--- config.mk ---
export PLATFORM = sky130hd
export DESIGN_NAME = booth_r4_seq_multiplier
export DESIGN_NICKNAME = d
export VERILOG_FILES = /design/src/rtl/booth_r4_seq_multiplier.sv
export SDC_FILE = /design/constraint.sdc
export NUM_CORES = 1
export LEC_CHECK = 0
export CORE_ASPECT_RATIO = 0.6
export CORE_MARGIN = 2
export CORE_UTILIZATION = 55
export CTS_CLUSTER_DIAMETER = 30
export CTS_CLUSTER_SIZE = 40
export DETAILED_ROUTE_END_ITERATION = 10
export GPL_ROUTABILITY_DRIVEN = 0
export PLACE_DENSITY = 0.79
export SKIP_CTS_REPAIR_TIMING = 1
export SLEW_MARGIN = 10
export SYNTH_ARGS = -nofsm -noshare
export SYNTH_HDL_FRONTEND = slang
export SYNTH_SLANG_ARGS = --single-unit
--- constraint.sdc ---
create_clock -name clk -period 11.2 [get_ports clk]
set_input_delay 1.68 -clock clk [delete_from_list [all_inputs] [get_ports clk]]
set_output_delay 1.68 -clock clk [all_outputs]
set_load 0.1 [all_outputs]
--- src/rtl/booth_r4_seq_multiplier.sv ---
// booth_r4_seq_multiplier: radix-4 Booth sequential multiplier.
// Retires two multiplier bits per clock and returns the full 2*WIDTH-bit product.
// It supports signed and unsigned operation, selected per transaction.
// Optional feature macro: MUL_ZERO_BYPASS_EN. When it is defined, a zero operand
// skips the CALC state and the block returns a product of 0 one cycle after accept.
//
// Handshake semantics (valid/ready):
// - Input side: a transfer happens on a rising edge where in_valid && in_ready.
//   in_ready is high only in IDLE, so in_valid at any other time is ignored.
//   Operands are captured on that edge. Later changes to the inputs have no effect.
// - Output side: out_valid is high only in DONE, and product is held stable
//   there. A transfer happens on an edge where out_valid && out_ready, and the
//   block then returns to IDLE. Backpressure may last without limit.
//   out_ready is ignored while out_valid is low.
module booth_r4_seq_multiplier #(
  parameter int WIDTH = 32
) (
  input  logic               clk,
  input  logic               rst_n,
  input  logic               in_valid,
  output logic               in_ready,
  input  logic               signed_op,
  input  logic [WIDTH-1:0]   multiplicand,
  input  logic [WIDTH-1:0]   multiplier,
  output logic               out_valid,
  input  logic               out_ready,
  output logic [2*WIDTH-1:0] product,
  output logic               busy
);

  localparam int ITER = WIDTH / 2 + 1;
  localparam int CW   = $clog2(ITER + 1);

  generate
    if (WIDTH < 4 || (WIDTH % 2) != 0) begin : g_bad_width
      $error("booth_r4_seq_multiplier: WIDTH must be even and >= 4");
    end
  endgenerate

  typedef enum logic [1:0] {IDLE, CALC, DONE} state_t;

  state_t             state, state_nx;
  logic [WIDTH+1:0]   a_ext;     // extended multiplicand
  logic [WIDTH+1:0]   mreg;      // multiplier bits, low half of the shift register
  logic               prev;      // B[2i-1]; holds 0 for the first triplet
  logic [WIDTH+3:0]   acc;       // upper accumulator half, two guard bits for +-2A
  logic [CW-1:0]      cnt;
  logic [2*WIDTH-1:0] prod_r;

  logic [WIDTH+3:0]   a4, a2, digit, sum, acc_nx;
  logic [WIDTH+1:0]   mreg_nx;
  logic [2*WIDTH-1:0] prod_nx;
  logic               last_iter;

`ifdef MUL_ZERO_BYPASS_EN
  logic zero_in;
  assign zero_in = (multiplicand == '0) || (multiplier == '0);
`endif

  // Sign extension or zero extension gives one datapath for both modes
  function automatic logic [WIDTH+1:0] extend(input logic [WIDTH-1:0] x, input logic s);
    return s ? {{2{x[WIDTH-1]}}, x} : {2'b00, x};
  endfunction

  assign last_iter = (cnt == CW'(ITER - 1));

  // Booth digit selection, accumulation and a 2-bit arithmetic shift of {acc, mreg}
  always_comb begin
    a4 = {{2{a_ext[WIDTH+1]}}, a_ext};
    a2 = {a4[WIDTH+2:0], 1'b0};
    digit = '0;
    case ({mreg[1:0], prev})
      3'b001, 3'b010: digit = a4;
      3'b011:         digit = a2;
      3'b100:         digit = ~a2 + 1'b1;
      3'b101, 3'b110: digit = ~a4 + 1'b1;
      default:        digit = '0;
    endcase
    sum     = acc + digit;
    acc_nx  = {{2{sum[WIDTH+3]}}, sum[WIDTH+3:2]};
    mreg_nx = {sum[1:0], mreg[WIDTH+1:2]};
    prod_nx = {acc_nx[WIDTH-3:0], mreg_nx};
  end

  // State register
  always_ff @(posedge clk or negedge rst_n) begin
    if (!rst_n) state <= IDLE;
    else        state <= state_nx;
  end

  // Next-state logic and handshake outputs
  always_comb begin
    state_nx  = state;
    in_ready  = 1'b0;
    out_valid = 1'b0;
    busy      = 1'b0;
    case (state)
      IDLE: begin
        in_ready = 1'b1;
        if (in_valid) begin
`ifdef MUL_ZERO_BYPASS_EN
          state_nx = zero_in ? DONE : CALC;
`else
          state_nx = CALC;
`endif
        end
      end
      CALC: begin
        busy = 1'b1;
        if (last_iter) state_nx = DONE;
      end
      DONE: begin
        busy      = 1'b1;
        out_valid = 1'b1;
        if (out_ready) state_nx = IDLE;
      end
      default: state_nx = IDLE;
    endcase
  end

  // Operand capture, iteration, and latching of the final product
  always_ff @(posedge clk or negedge rst_n) begin
    if (!rst_n) begin
      a_ext  <= '0;
      mreg   <= '0;
      prev   <= 1'b0;
      acc    <= '0;
      cnt    <= '0;
      prod_r <= '0;
    end else begin
      case (state)
        IDLE: begin
          if (in_valid) begin
            a_ext <= extend(multiplicand, signed_op);
            mreg  <= extend(multiplier, signed_op);
            prev  <= 1'b0;
            acc   <= '0;
            cnt   <= '0;
`ifdef MUL_ZERO_BYPASS_EN
            if (zero_in) prod_r <= '0;
`endif
          end
        end
        CALC: begin
          acc  <= acc_nx;
          mreg <= mreg_nx;
          prev <= mreg[1];
          cnt  <= cnt + CW'(1);
          if (last_iter) prod_r <= prod_nx;
        end
        default: ;
      endcase
    end
  end

  assign product = prod_r;

endmodule
==> qor.json <==
{
  "port_buffers": {"value": 135},
  "layout_area_overhead": {"value": 19.2, "unit": "%"},
  "grt_remaining_overflow": {"value": 0},
  "cp.required": {"value": 11580, "unit": "ps"},
  "totalNegativeSetupSlack": {"value": 0, "unit": "ps"},
  "tritoncts": {"value": "yes"},
  "dr_total_vias": {"value": 9749},
  "critPathLaunchType": {"value": "register"},
  "internal_power": {"value": 2.15, "unit": "mW"},
  "p_leak": {"value": 5.53, "unit": "nW"},
  "fin_crit_sh": {"value": 0.478},
  "source_of_the_worst_register_to_register_timing_path": {"value": "mreg[1]"},
  "worst_setup_hold_path_clk_slew": {"value": 70, "unit": "ps"},
  "global_route.usage.total": {"value": 0.304},
  "critical_path.top_delay_family": {"value": "compound AO/OA/AOI/OAI gates"},
  "totalWireLength": {"value": 30500, "unit": "µm"},
  "synth_sequential_area_ratio": {"value": 0.406},
  "crit_path_max_fanout": {"value": 50},
  "switching_share": {"value": 0.504},
  "start_util": {"value": 0.561},
  "p_per_area": {"value": 341, "unit": "nW/µm²"},
  "worst_ir_drop_vdd": {"value": 0.181, "unit": "mV"},
  "report.final.setup_viol": {"value": 0},
  "synthCells": {"value": 1174},
  "hold_ws": {"value": 478, "unit": "ps"},
  "cap_violations": {"value": 0},
  "avgRoutedWirePerCell": {"value": 20.0, "unit": "µm"},
  "reg2reg_to": {"value": "product[61]"},
  "worstSkewPairLatency": {"value": 450, "unit": "ps"},
  "yosysWarningCount": {"value": 0},
  "die_area": {"value": 20500, "unit": "µm²"},
  "grt_antenna_before_repair": {"value": 2},
  "vias_in_the_first_global_route": {"value": 9075},
  "max_clock_freq": {"value": 187, "unit": "MHz"},
  "dieWidth": {"value": 184, "unit": "µm"},
  "cts_num_sinks": {"value": 173},
  "cts_max_path_buffers": {"value": 2},
  "post_route_cells_drive_above_1_share": {"value": 0.103},
  "grt_first_pass_wirelength": {"value": 49100, "unit": "µm"},
  "timing.setup.critical_path_class": {"value": "register to register"},
  "numCtsBuffers": {"value": 17},
  "synth.largest_area_cell": {"value": "dfrtp_1"},
  "ios": {"value": 136},
  "final-max-slew-violation-count": {"value": 0},
  "synth_enable_flop_cells": {"value": 0},
  "detail_route.vias_per_cell": {"value": 6.41},
  "cp.buffers_inverters": {"value": 3},
  "power.sequential.fraction": {"value": 0.244},
  "synth.top_cell.area_share": {"value": 0.406},
  "detailed_place_hpwl": {"value": 20900, "unit": "µm"},
  "rsz_0062_raised_after_global_routing": {"value": "false"},
  "timing.critical_path.slowest_stage_cell": {"value": "clkinv_1"},
  "number_of_filler_instances_in_the_final_layout": {"value": 1489},
  "synth.ff_latch_count": {"value": 173},
  "netsw": {"value": 2.18, "unit": "mW"},
  "detail_route.iter0.violations": {"value": 1202},
  "finalHoldViolations": {"value": 0},
  "multiInputGateArea": {"value": 5940, "unit": "µm²"},
  "end_kind": {"value": "register"},
  "crit_chain": {"value": "buf_4 -> clkinv_1 -> nor2_1 -> buf_4 -> a221oi_1 -> a31oi_1 -> ha_1 -> a21oi_1 -> o211ai_1 -> a41oi_1 -> o32ai_1 -> a311oi_2 -> nor4_1 -> or4_1 -> nand3_1"},
  "drt_pre_antenna_iters": {"value": 6},
  "core-area": {"value": 19000, "unit": "µm²"},
  "pin_count_of_the_biggest_net_entering_global_routing": {"value": 73},
  "pwr-share-clk": {"value": 0.135},
  "synthTopCellsByArea": {"value": "dfrtp_1 (41%), nand2_1 (6.9%), mux2_2 (6.2%), ha_1 (4.8%), a21oi_1 (4.1%)"},
  "worstMarginPinSlew": {"value": 1060, "unit": "ps"},
  "cp_slowest_stage_delay": {"value": 660, "unit": "ps"},
  "worstSetupPathDepth": {"value": 15},
  "clk_tree_root_cell": {"value": "clkbuf_16"},
  "route.antenna.remaining_nets": {"value": 0},
  "critical_path.most_common_cell": {"value": "buf_4"},
  "ys_types": {"value": 75},
  "skew": {"value": 11.4, "unit": "ps"},
  "min_to": {"value": "product[17]"},
  "max_slew_margin": {"value": 0.292},
  "min_delay_path_depth": {"value": 2},
  "rr_worst_depth": {"value": 15},
  "post_synth.cell_area_avg": {"value": 9.07, "unit": "µm²"},
  "final.min_clock_period": {"value": 5350, "unit": "ps"},
  "cts-htree-levels": {"value": 4},
  "mappedNetlistNets": {"value": 1285},
  "power.share.combinational": {"value": 0.621},
  "worst-endpoint-arrival": {"value": 5730, "unit": "ps"},
  "synth_ff_type": {"value": "dfrtp_1"},
  "run_status": {"value": "finished clean"},
  "fp-row-count": {"value": 39},
  "net_count_final": {"value": 1372},
  "synth.cell_area": {"value": 10700, "unit": "µm²"},
  "synth_async_sr_flop_share": {"value": 1.00},
  "worstHoldPathType": {"value": "register to register"},
  "reg2reg_slack": {"value": 5850, "unit": "ps"},
  "critical_hold_path_startpoint": {"value": "product[17]"},
  "drcViolationCount": {"value": 0},
  "die_height": {"value": 112, "unit": "µm"},
  "seq_area": {"value": 4330, "unit": "µm²"}
}
routing by layer:
metal | up-vias | GRT usage | wire length [µm]
met5 | - | 0 | 0
met4 | 0 | 0.0843 | 511
met3 | 57 | 0.0847 | 3200
met2 | 526 | 0.402 | 12200
met1 | 4682 | 0.478 | 14500
li1 | 4484 | - | -
worst reg2reg max path: stages (launching register included):
cell and delay, ps:
dfrtp_1 320, buf_4 440, clkinv_1 670, nor2_1 420
buf_4 310, a221oi_1 110, a31oi_1 240, ha_1 330
a21oi_1 220, o211ai_1 180, a41oi_1 530, o32ai_1 210
a311oi_2 530, nor4_1 180, or4_1 500, nand3_1 100
cells in the mapped netlist (8+ instances only):
cell	count
nor2b_1	8
buf_1	11
nor3_1	14
a22oi_1	12
nand4_1	9
dfrtp_1	173
o22ai_1	66
mux2_2	59
a22o_1	22
o21ai_0	60
a31oi_1	11
nand2_1	197
ha_1	41
a21oi_1	88
nand3_1	12
nor2_1	54
a21o_1	19
a221oi_1	11
clkbuf_1	67
xnor2_1	42
inv_1	18
and3_1	8
o31ai_1	13
nand2b_1	10
xor2_1	27
flip-flops by register name, indices dropped and copies added (netlist names):
signal	flops
a_ext	33
cnt	5
product	64
prev	1
acc	34
mreg	34
state	2
power groups by stage:
stage | Combinational [mW] | Clock (mW) | Sequential (mW)
final | 2.69 | 0.585 | 1.06
after global routing | 2.93 | 0.617 | 1.08
after CTS | 2.61 | 0.592 | 1.05
after detailed placement | 2.60 | 0 | 1.05
after global placement | 2.55 | 0 | 1.05
after floorplan | 1.99 | 0 | 0.985
cell type report:
type,count,area share
Tap cell,246,0.0242
Multi-Input combinational cell,899,0.468
Clock buffer,18,0.0346
Clock inverter,13,0.0108
Inverter,20,0.00591
Antenna cell,1,0.000197
Sequential cell,173,0.341
Timing Repair Buffer,150,0.115
layout by cell type, fill, tap and decap left out, drive strengths merged, types with 8 or more instances in the layout:
| cell type | count |
|---|---|
| clkinv | 8 |
| a21oi | 88 |
| nor4 | 8 |
| nor2 | 54 |
| clkbuf | 18 |
| and3 | 8 |
| a21o | 19 |
| nor3 | 15 |
| mux2 | 59 |
| xnor2 | 42 |
| a22o | 22 |
| inv | 21 |
| nand2b | 10 |
| or3 | 9 |
| buf | 16 |
| o22ai | 66 |
| nor2b | 8 |
| a22oi | 12 |
| nand3 | 13 |
| a31oi | 11 |
| xor2 | 27 |
| o31ai | 13 |
| clkdlybuf4s50 | 134 |
| dfrtp | 173 |
| nand2 | 197 |
| ha | 41 |
| o21ai | 66 |
| a221oi | 13 |
| nand4 | 9 |
per-stage QoR:
stage / worst slack, ps / power (mW) / util / std cells / area [µm²]
6_report: 5850 / 4.33 / 0.669 / 1520 / 12700
5_1_grt: 5470 / 4.63 / 0.669 / 1519 / 12700
4_1_cts: 5920 / 4.25 / 0.669 / 1519 / 12700
3_5_place_dp: 5950 / 3.65 / 0.638 / 1488 / 12100
3_3_place_gp: 6090 / 3.60 / 0.638 / 1488 / 12100
2_1_floorplan: 6570 / 2.97 / - / 1174 / 10700
how the worst max path moves through the flow:
stage / start / endpoint
global placement: a_ext[5] / acc[32]
detailed placement: a_ext[0] / acc[32]
global route: a_ext[1] / acc[32]
floorplan: a_ext[5] / acc[32]
finish: mreg[1] / product[61]
CTS: a_ext[1] / acc[32]
cells by family (layout without fill, tap and decap cells):
kind of cell / count (synthesis) / count (layout) / synth area share
flip-flops: 173 / 173 / 0.406
buffers and inverters: 102 / 201 / 0.0364
AO/OA/AOI/OAI: 369 / 369 / 0.228
other: 0 / 1 / 0
multiplexers: 65 / 65 / 0.0680
AND/OR/NAND/NOR: 354 / 354 / 0.154
XOR/XNOR: 69 / 69 / 0.0567
adder cells (fa/ha/maj): 42 / 42 / 0.0500
No activity file was read; power rests on OpenSTA's default activity.
